===== src/rtl/fetch_stage_pkg.sv =====
// Shared definitions for the MIPS F-stage: redirect selects, FSM encoding
// and reset/bubble constants.
package fetch_stage_pkg;

  localparam int unsigned XLEN     = 32;
  localparam int unsigned IMM_W    = 16;
  localparam int unsigned INDEX_W  = 26;
  localparam int unsigned PCCTL_W  = 2;

  // D-stage redirect select
  localparam logic [PCCTL_W-1:0] PC_SEQ = 2'd0;
  localparam logic [PCCTL_W-1:0] PC_BJ  = 2'd1;
  localparam logic [PCCTL_W-1:0] PC_REG = 2'd2;

  // Fetch FSM encoding
  localparam logic [0:0] ST_NORMAL  = 1'b0;
  localparam logic [0:0] ST_PENDING = 1'b1;

  localparam logic [XLEN-1:0] RESET_PC_DEFAULT  = 32'h0000_3000;
  localparam logic [XLEN-1:0] NOP_INSTR_DEFAULT = 32'h0000_0000;

  // True when the D-stage controller asks for a non-sequential next PC
  function automatic logic is_redirect_sel(input logic [PCCTL_W-1:0] sel);
    return (sel == PC_BJ) || (sel == PC_REG);
  endfunction

endpackage


===== src/rtl/fetch_stage_npc_calc.sv =====
// Combinational redirect-target computation for the D-stage instruction.
// Ports: pc_d, imm16_d, index26_d, rs_value_d, pc_control, npc_sel in;
//        target_c out (pc_d+4 when no redirect is selected).
module npc_calc
  import fetch_stage_pkg::*;
(
  input  logic [XLEN-1:0]    pc_d,
  input  logic [IMM_W-1:0]   imm16_d,
  input  logic [INDEX_W-1:0] index26_d,
  input  logic [XLEN-1:0]    rs_value_d,
  input  logic [PCCTL_W-1:0] pc_control,
  input  logic               npc_sel,
  output logic [XLEN-1:0]    target_c
);

  logic [XLEN-1:0] pc_plus4;
  logic [XLEN-1:0] branch_off;
  logic [XLEN-1:0] branch_tgt;
  logic [XLEN-1:0] jump_tgt;

  assign pc_plus4   = pc_d + XLEN'(4);
  // Sign-extended word offset, already shifted to a byte offset
  assign branch_off = {{(XLEN-IMM_W-2){imm16_d[IMM_W-1]}}, imm16_d, 2'b00};
  assign branch_tgt = pc_plus4 + branch_off;
  // Region-relative jump: keep the top nibble of the delay-slot PC
  assign jump_tgt   = {pc_plus4[XLEN-1:XLEN-4], index26_d, 2'b00};

  // Target select
  always_comb begin
    target_c = pc_plus4;
    case (pc_control)
      PC_BJ:   target_c = npc_sel ? jump_tgt : branch_tgt;
      PC_REG:  target_c = rs_value_d;
      default: target_c = pc_plus4;
    endcase
  end

endmodule


===== src/rtl/fetch_stage.sv =====
// MIPS F-stage: PC register, instruction-memory fetch, F/D pipeline register
// and a two-state FSM that parks a redirect while the delay-slot fetch waits
// on a slow instruction memory.
// Ports: clk, reset (async, active-high), stall, D-stage redirect inputs
//        (pc_control, npc_sel, imm16_d, index26_d, rs_value_d), imem_addr /
//        imem_rdata / imem_ready fetch interface, and F/D outputs pc_f,
//        instr_d, pc_d, pc_plus8_d, valid_d, adel_d.
module fetch_stage
  import fetch_stage_pkg::*;
#(
  parameter logic [31:0] RESET_PC  = RESET_PC_DEFAULT,
  parameter logic [31:0] NOP_INSTR = NOP_INSTR_DEFAULT
) (
  input  logic                clk,
  input  logic                reset,
  input  logic                stall,
  input  logic [1:0]          pc_control,
  input  logic                npc_sel,
  input  logic [15:0]         imm16_d,
  input  logic [25:0]         index26_d,
  input  logic [31:0]         rs_value_d,
  output logic [31:0]         imem_addr,
  input  logic [31:0]         imem_rdata,
  input  logic                imem_ready,
  output logic [31:0]         pc_f,
  output logic [31:0]         instr_d,
  output logic [31:0]         pc_d,
  output logic [31:0]         pc_plus8_d,
  output logic                valid_d,
  output logic                adel_d
);

  logic [0:0]      state;
  logic [0:0]      state_nxt;
  logic [XLEN-1:0] saved_target;
  logic [XLEN-1:0] saved_target_nxt;
  logic [XLEN-1:0] pc_f_nxt;
  logic [XLEN-1:0] instr_d_nxt;
  logic [XLEN-1:0] pc_d_nxt;
  logic [XLEN-1:0] pc_plus8_d_nxt;
  logic            valid_d_nxt;
  logic            adel_d_nxt;

  logic [XLEN-1:0] target_c;
  logic            redirect_c;
  logic            misaligned_c;
  logic            accept_c;

  npc_calc u_npc_calc (
    .pc_d       (pc_d),
    .imm16_d    (imm16_d),
    .index26_d  (index26_d),
    .rs_value_d (rs_value_d),
    .pc_control (pc_control),
    .npc_sel    (npc_sel),
    .target_c   (target_c)
  );

  assign imem_addr    = pc_f;
  // pc_control is meaningless while D holds a bubble
  assign redirect_c   = valid_d && is_redirect_sel(pc_control);
  // A misaligned PC never reaches memory, so it completes immediately
  assign misaligned_c = (pc_f[1:0] != 2'b00);
  assign accept_c     = imem_ready || misaligned_c;

  // Next-state and next-register computation
  always_comb begin
    state_nxt        = state;
    saved_target_nxt = saved_target;
    pc_f_nxt         = pc_f;
    instr_d_nxt      = instr_d;
    pc_d_nxt         = pc_d;
    pc_plus8_d_nxt   = pc_plus8_d;
    valid_d_nxt      = valid_d;
    adel_d_nxt       = adel_d;

    if (!stall) begin
      if (accept_c) begin
        instr_d_nxt    = misaligned_c ? NOP_INSTR : imem_rdata;
        adel_d_nxt     = misaligned_c;
        valid_d_nxt    = 1'b1;
        pc_d_nxt       = pc_f;
        pc_plus8_d_nxt = pc_f + XLEN'(8);
        case (state)
          ST_PENDING: begin
            pc_f_nxt  = saved_target;
            state_nxt = ST_NORMAL;
          end
          default: begin
            pc_f_nxt = redirect_c ? target_c : pc_f + XLEN'(4);
          end
        endcase
      end else begin
        instr_d_nxt = NOP_INSTR;
        valid_d_nxt = 1'b0;
        adel_d_nxt  = 1'b0;
        // Bubbling D would lose the redirect, so park it until the
        // delay-slot fetch completes
        if (state == ST_NORMAL && redirect_c) begin
          saved_target_nxt = target_c;
          state_nxt        = ST_PENDING;
        end
      end
    end
  end

  // State, PC and F/D register
  always_ff @(posedge clk or posedge reset) begin
    if (reset) begin
      state        <= ST_NORMAL;
      saved_target <= '0;
      pc_f         <= RESET_PC;
      instr_d      <= NOP_INSTR;
      pc_d         <= '0;
      pc_plus8_d   <= '0;
      valid_d      <= 1'b0;
      adel_d       <= 1'b0;
    end else begin
      state        <= state_nxt;
      saved_target <= saved_target_nxt;
      pc_f         <= pc_f_nxt;
      instr_d      <= instr_d_nxt;
      pc_d         <= pc_d_nxt;
      pc_plus8_d   <= pc_plus8_d_nxt;
      valid_d      <= valid_d_nxt;
      adel_d       <= adel_d_nxt;
    end
  end

endmodule


===== config.mk =====
export PLATFORM = sky130hd
export DESIGN_NAME = fetch_stage
export DESIGN_NICKNAME = d
export VERILOG_FILES = /design/src/rtl/fetch_stage_pkg.sv /design/src/rtl/fetch_stage_npc_calc.sv /design/src/rtl/fetch_stage.sv
export SDC_FILE = /design/constraint.sdc
export NUM_CORES = 1
export LEC_CHECK = 0
export ABC_AREA = 1
export ABC_CLOCK_PERIOD_IN_PS = 9500
export CAP_MARGIN = 20
export CORE_MARGIN = 4
export CORE_UTILIZATION = 35
export CTS_CLUSTER_DIAMETER = 80
export DETAILED_ROUTE_END_ITERATION = 10
export PLACE_DENSITY = 0.56
export SYNTH_ARGS = -nofsm -noshare
export SYNTH_HDL_FRONTEND = slang
export SYNTH_HIERARCHICAL = 1
export SYNTH_SLANG_ARGS = --single-unit

===== constraint.sdc =====
create_clock -name clk -period 9.5 [get_ports clk]
set_clock_uncertainty 0.1 [all_clocks]
set_input_delay 0.95 -clock clk [delete_from_list [all_inputs] [get_ports clk]]
set_output_delay 0.95 -clock clk [all_outputs]
set_load 0.05 [all_outputs]

# After elaboration in Yosys (flattened, before gate mapping)
# Cells that the tools add are included.
[classes] n_mux=10 eq_ne=2 n_reduce_logical=9 bitwise_logic=3 n_addsub=4
[ops] cell="32-bit 2-to-1 mux" count=5
[ops] cell="32-bit by 3-bit adder with 32-bit output (second input constant)" count=2
[ops] cell="32-bit one-hot mux with 2 select lines" count=1
[ops] cell="32-bit adder" count=1
[ops] cell="32-bit by 4-bit adder with 32-bit output (second input constant)" count=1
[ops] cell="1-bit 2-to-1 mux" count=4
[ops] cell="2-bit AND reduction" count=2
[ops] cell="2-bit nonzero test" count=2
[ops] cell="1-bit inverter" count=3
[ops] cell="3-bit AND reduction" count=1
[ops] cell="2-bit by 1-bit == test with 1-bit output (second input constant)" count=1
[ops] cell="2-bit == test (second input constant)" count=1
[ops] cell="1-bit logical AND" count=2
[ops] cell="1-bit logical OR" count=2
[word_totals] inputBits=113 ff_bits=163 wordCells=36 out_inout_bits=162

# Logic depth before layout (Yosys ltp)
[depth] depth_word=6 depth_mapped=28 ltp_nobuf=28

# By module
# The synthesis kept the hierarchy.
[by_module_without_submodules] module="fetch_stage" cells_per_inst=1060 area_per_inst_um2=8250.4 n_inst=1 seq_area_each_um2=4006.3
[by_module_without_submodules] module="npc_calc" cells_per_inst=796 area_per_inst_um2=3890.0 n_inst=1 seq_area_each_um2=0.0

# Worst setup path after synthesis
# Ideal clock, no wire load.
[synth_path] kind="register to register" start="reg pc_d[2]" end="reg pc_f[30] (netlist: imem_addr[30])" path_buffers=0 setup_ns=0.078 required_ns=9.322 stages_incl_launch_ff=26 period_less_slack_ns=3.531 arrival_ns=3.354 path_slack_ns=5.969 cell_sequence="dfrtp_1 -> ha_1 -> nand2_1 -> nor2_4 -> nand2_1 -> nor3_4 -> nand4_1 -> or2_1 -> nand2_1 -> inv_1 -> ha_1 -> nand2_1 -> nor2_1 -> inv_1 -> nor2_1 -> and2_1 -> nand2_1 -> nand2_1 -> nand2_1 -> nand3_1 -> nand2_1 -> nand2_1 -> inv_1 -> o21ai_0 -> inv_1 -> a21oi_1"
[synth_via] elab_chain_len=6
[synth_rtl] element="start: declaration" line_no="fetch_stage.sv:27" rtl="output logic [31:0] pc_d,"
[synth_rtl] element="start signal: assignment" line_no="fetch_stage.sv:123" rtl="pc_d <= pc_d_nxt;"
[synth_rtl] element="32-bit by 3-bit adder with 32-bit output *" line_no="fetch_stage_npc_calc.sv:21" rtl="assign pc_plus4 = pc_d + XLEN'(4);"
[synth_rtl] element="32-bit adder" line_no="fetch_stage_npc_calc.sv:24" rtl="assign branch_tgt = pc_plus4 + branch_off;"
[synth_rtl] element="32-bit 2-to-1 mux" line_no="fetch_stage_npc_calc.sv:32" rtl="PC_BJ: target_c = npc_sel ? jump_tgt : branch_tgt;"
[synth_rtl] element="32-bit one-hot mux with 2 select lines *" line_no="fetch_stage_npc_calc.sv:31" rtl="case (pc_control)"
[synth_rtl] element="named net target_c[30]" line_no="fetch_stage.sv:44" rtl="logic [XLEN-1:0] target_c;"
[synth_rtl] element="32-bit 2-to-1 mux *" line_no="fetch_stage.sv:90" rtl="pc_f_nxt = redirect_c ? target_c : pc_f + XLEN'(4);"
[synth_rtl] element="32-bit 2-to-1 mux *" line_no="fetch_stage.sv:84" rtl="case (state)"
[synth_rtl] element="end signal: assignment" line_no="fetch_stage.sv:121" rtl="pc_f <= pc_f_nxt;"
[synth_rtl] element="end: declaration" line_no="fetch_stage.sv:25" rtl="output logic [31:0] pc_f,"
# The timed path passes the listed nets; every way through them passes the cells marked *.
# A chain may end at the register's enable or synchronous reset.

# Final worst setup path
[layout_path] start="in pc_control[0]" end="reg pc_f[9] (netlist: imem_addr[9])"
[layout_via] word_cells_on_any_way=7 cone_classes="eq/ne: 2; mux: 3; reduce/logical: 2"
[layout_rtl] element="start: declaration" line_no="fetch_stage.sv:17" rtl="input logic [1:0] pc_control,"
[layout_rtl] element="2-bit == test / 2-bit by 1-bit == test with 1-bit output (equally long branches)" line_no="fetch_stage_npc_calc.sv:31"
[layout_rtl] element="32-bit one-hot mux with 2 select lines *" line_no="fetch_stage_npc_calc.sv:31"
[layout_rtl] element="named net target_c[9]" line_no="fetch_stage.sv:44"
[layout_rtl] element="32-bit 2-to-1 mux *" line_no="fetch_stage.sv:90"
[layout_rtl] element="32-bit 2-to-1 mux *" line_no="fetch_stage.sv:84"
# Marked as above.

==> results.md <==
* Critical path class: in -> reg
* GRT Residual Overflow at 0
* Reg2reg start: pc_d[2]
* Max-slew violation count at 0
* Final setup TNS at 0 ps
* TritonCTS Buffers at 17
* Nets at around 2200
* Fin. Hold Viols at 0
* Period minus WS final at between 4000 and 5000 ps
* Hold WC Path Type: reg -> reg
* GRT Total Usage at 25.4%
* Dpl hpwl at 37.9 mm
* Post-Synth XOR/XNOR Area at 2.96%
* Syn nets at 2009
* # DRC at 0
* First-pass GRT wire length at between 70 and 80 mm
* PwrDens at around 350 nW/um2
* Initial antenna violation count at 0
* Die span in x at 194 um
* Area delta synth->final at 28.2%
* Post-route core utilization at 46.0%
* Req. time, crit path at approximately 9700 ps
* Cell Rows at 67
* DR iter-0 viols at 996
* Vias in the first global route at approximately 12000
* Status: finished, final reports clean
* Max Freq at approximately 230 MHz
* Post-Synth Adder-Cell Area at about 4.2%
* Cells after synthesis at 1856
* CTS clk-pin slew, worst paths at approximately 60 ps
* Gpl congestion at 0.955
* Cells after DPL at 2493
* Reg-to-reg slack, setup at 5270 ps
* Worst-Skew Late Latency at 450 ps
* CTS sink count at 160
* Avg Cell Area, Syn at 6.54 um2
* Relative slew slack at 34.2%
* Setup violators final at 0
* Post-synthesis cell type count at 46
* WL per Instance at between 15 and 20 um
* Drt pass-1 iters at 6
* Startpoint types: primary input
* Cts hold-fix bufs at 0
* Vias at 12800
* CP startpoint: pc_control[0]
* Vias per inst at 5.05
* TritonCTS clock tree: done
* Tcrit/Tclk final at 46.4%
* Final Non-Filler Cells at 2526
* I/O Pins at 275
* CP endpoint kind: flip-flop
* Max incr delay on CP at 760 ps
* Port bufs at 274
* Most frequent cells in the layout: 659 x nand2_1, 274 x clkdlybuf4s50_1, 214 x inv_1
* Most used DFF post-synth: dfrtp_1
* Max VDD drop at 241 uV
* Compound-Gate Fraction of Synth Area at 12.1%
* P_leak at 7.49 nW
* Synth Cell Area at 12100 um2
* Starting Density at 35.8%
* Largest net degree at the start of global routing at 105
* DRT Wirelength at about 49 mm
* Syn. warnings at 6
* RSZ-0062 raised after global routing: false
* ANT nets after route at 0
* Placed Area at 15000 um2
* Layout cells sized above 1 at 5.73%
* Diodes inserted at 0
* Sequential share of the synthesized area at around 33%
* Crit path cell chain: clkdlybuf4s50_1 > inv_1 > ha_1 > buf_4 > clkinv_1 > nand2_1 > inv_1 > o21ai_0 > o211ai_1 > nand2_1 > nand3_1 > a21oi_1 > nor2_1
* Largest family of logic cells by synthesized area: simple AND/OR/NAND/NOR gates
* H-tree depth at 4
* Measured slew at the worst slew-check pin at 987 ps
* Slowest-stage cell, CP: nand2_1
* Final instance area at 15600 um2
* Die height at 194 um
* Core area at 33900 um2
* Die outline area at approximately 38000 um2
* Hold path start: instr_d[28]
* CP Max Fanout at 26
* Maxcap violations at 0
* Mux contribution to synthesized area at 0%
* Arrival time at the worst endpoint at around 4600 ps
* CTS root buf: clkbuf_16
* Post-synth ARST share at 100%
* Post-CTS setup buffer count at 0
* # resized after CTS at 0
* Clock buffer depth at 2
* Post-synth EDFFs at 0
* Commonest non-fill, non-tap cell in the layout: nand2_1
* Post-Synth Simple-Gate Area at 36.0%
* #FFs+latches synth at 160
[worst max-delay path, delay by kind of cell]
kind	cells	cell delay [ps]
AND/OR/NAND/NOR	4	1070
adder cells (fa/ha/maj)	1	270
AO/OA/AOI/OAI	3	590
buffers and inverters	5	1720
[synth_stat cells (13+ instances only)]
cell | number | share of area, %
inv_1 | 215 | 6.6
nand3_1 | 98 | 4.0
nor2_2 | 13 | 0.67
o21ai_0 | 122 | 5.0
nand2_2 | 16 | 0.82
ha_1 | 39 | 4.0
o21ai_1 | 17 | 0.70
xor2_1 | 31 | 2.2
nand2_1 | 659 | 20
dfrtp_1 | 158 | 33
nor2_1 | 168 | 5.2
o211ai_1 | 19 | 1.2
a21oi_1 | 80 | 3.3
buf_4 | 40 | 2.5
buf_2 | 31 | 1.3
clkbuf_1 | 21 | 0.65
nand4_1 | 15 | 0.77
[routing by layer]
metal | vias up | global-route usage, % | part of all wire, %
met5 | - | 0 | 0
met3 | 53 | 4.34 | 6.3
met1 | 5992 | 36.3 | 46
li1 | 6235 | - | -
met2 | 488 | 40.3 | 45
met4 | 0 | 6.25 | 2.1
[through the flow]
| step | total power, W | hold slack (ps) | worst slack [ps] |
|---|---|---|---|
| 2_1_floorplan | 0.00358 | 353 | 4130 |
| 4_1_cts | 0.00544 | 386 | 5160 |
| 3_5_place_dp | 0.00474 | 372 | 4700 |
| 5_1_grt | 0.00577 | 400 | 4890 |
| 6_report | 0.00542 | 380 | 5090 |
| 3_3_place_gp | 0.00473 | 365 | 4700 |
[power breakdown]
| part | internal [W] | leakage (nW) | total (W) | switching [W] |
|---|---|---|---|---|
| clock network | 0.000371 | 0.262 | 0.000686 | 0.000315 |
| registers | 0.000946 | 2.03 | 0.00139 | 0.000442 |
| logic | 0.00106 | 5.19 | 0.00335 | 0.00229 |
[cell type report]
type	count	area [um2]
clock buffers	18	439
clock inverters	14	133
fillers	3604	18300
inverters	226	853
multi-input cells	1374	6710
flip-flops and latches	160	4010
well taps	448	561
repair buffers	286	2860
[kinds of logic after synthesis]
family / after synthesis
and+or+nand+nor: 1027
buffers and inverters: 322
AOI/OAI and AO/OA: 266
DFF: 160
xor gates and xnor gates: 41
adders and majority gates: 40
[state kept, by name, indices dropped and copies added, names as in the netlist]
name,cells
adel_d,1
saved_target,32
state,1
pc_plus8_d,29
instr_d,32
imem_addr,32
valid_d,1
pc_d,32
[final timing paths]
path                                 end  cells after the start
setup / recovery            imem_addr[9]                     13
hold / removal               instr_d[28]                      2
setup reg to reg           imem_addr[14]                     18
hold reg to reg              instr_d[28]                      2
max in group asynchronous       pc_d[26]                      3
min in group asynchronous  pc_plus8_d[8]                      2
Note: power is estimated with default switching activity, not from simulation.
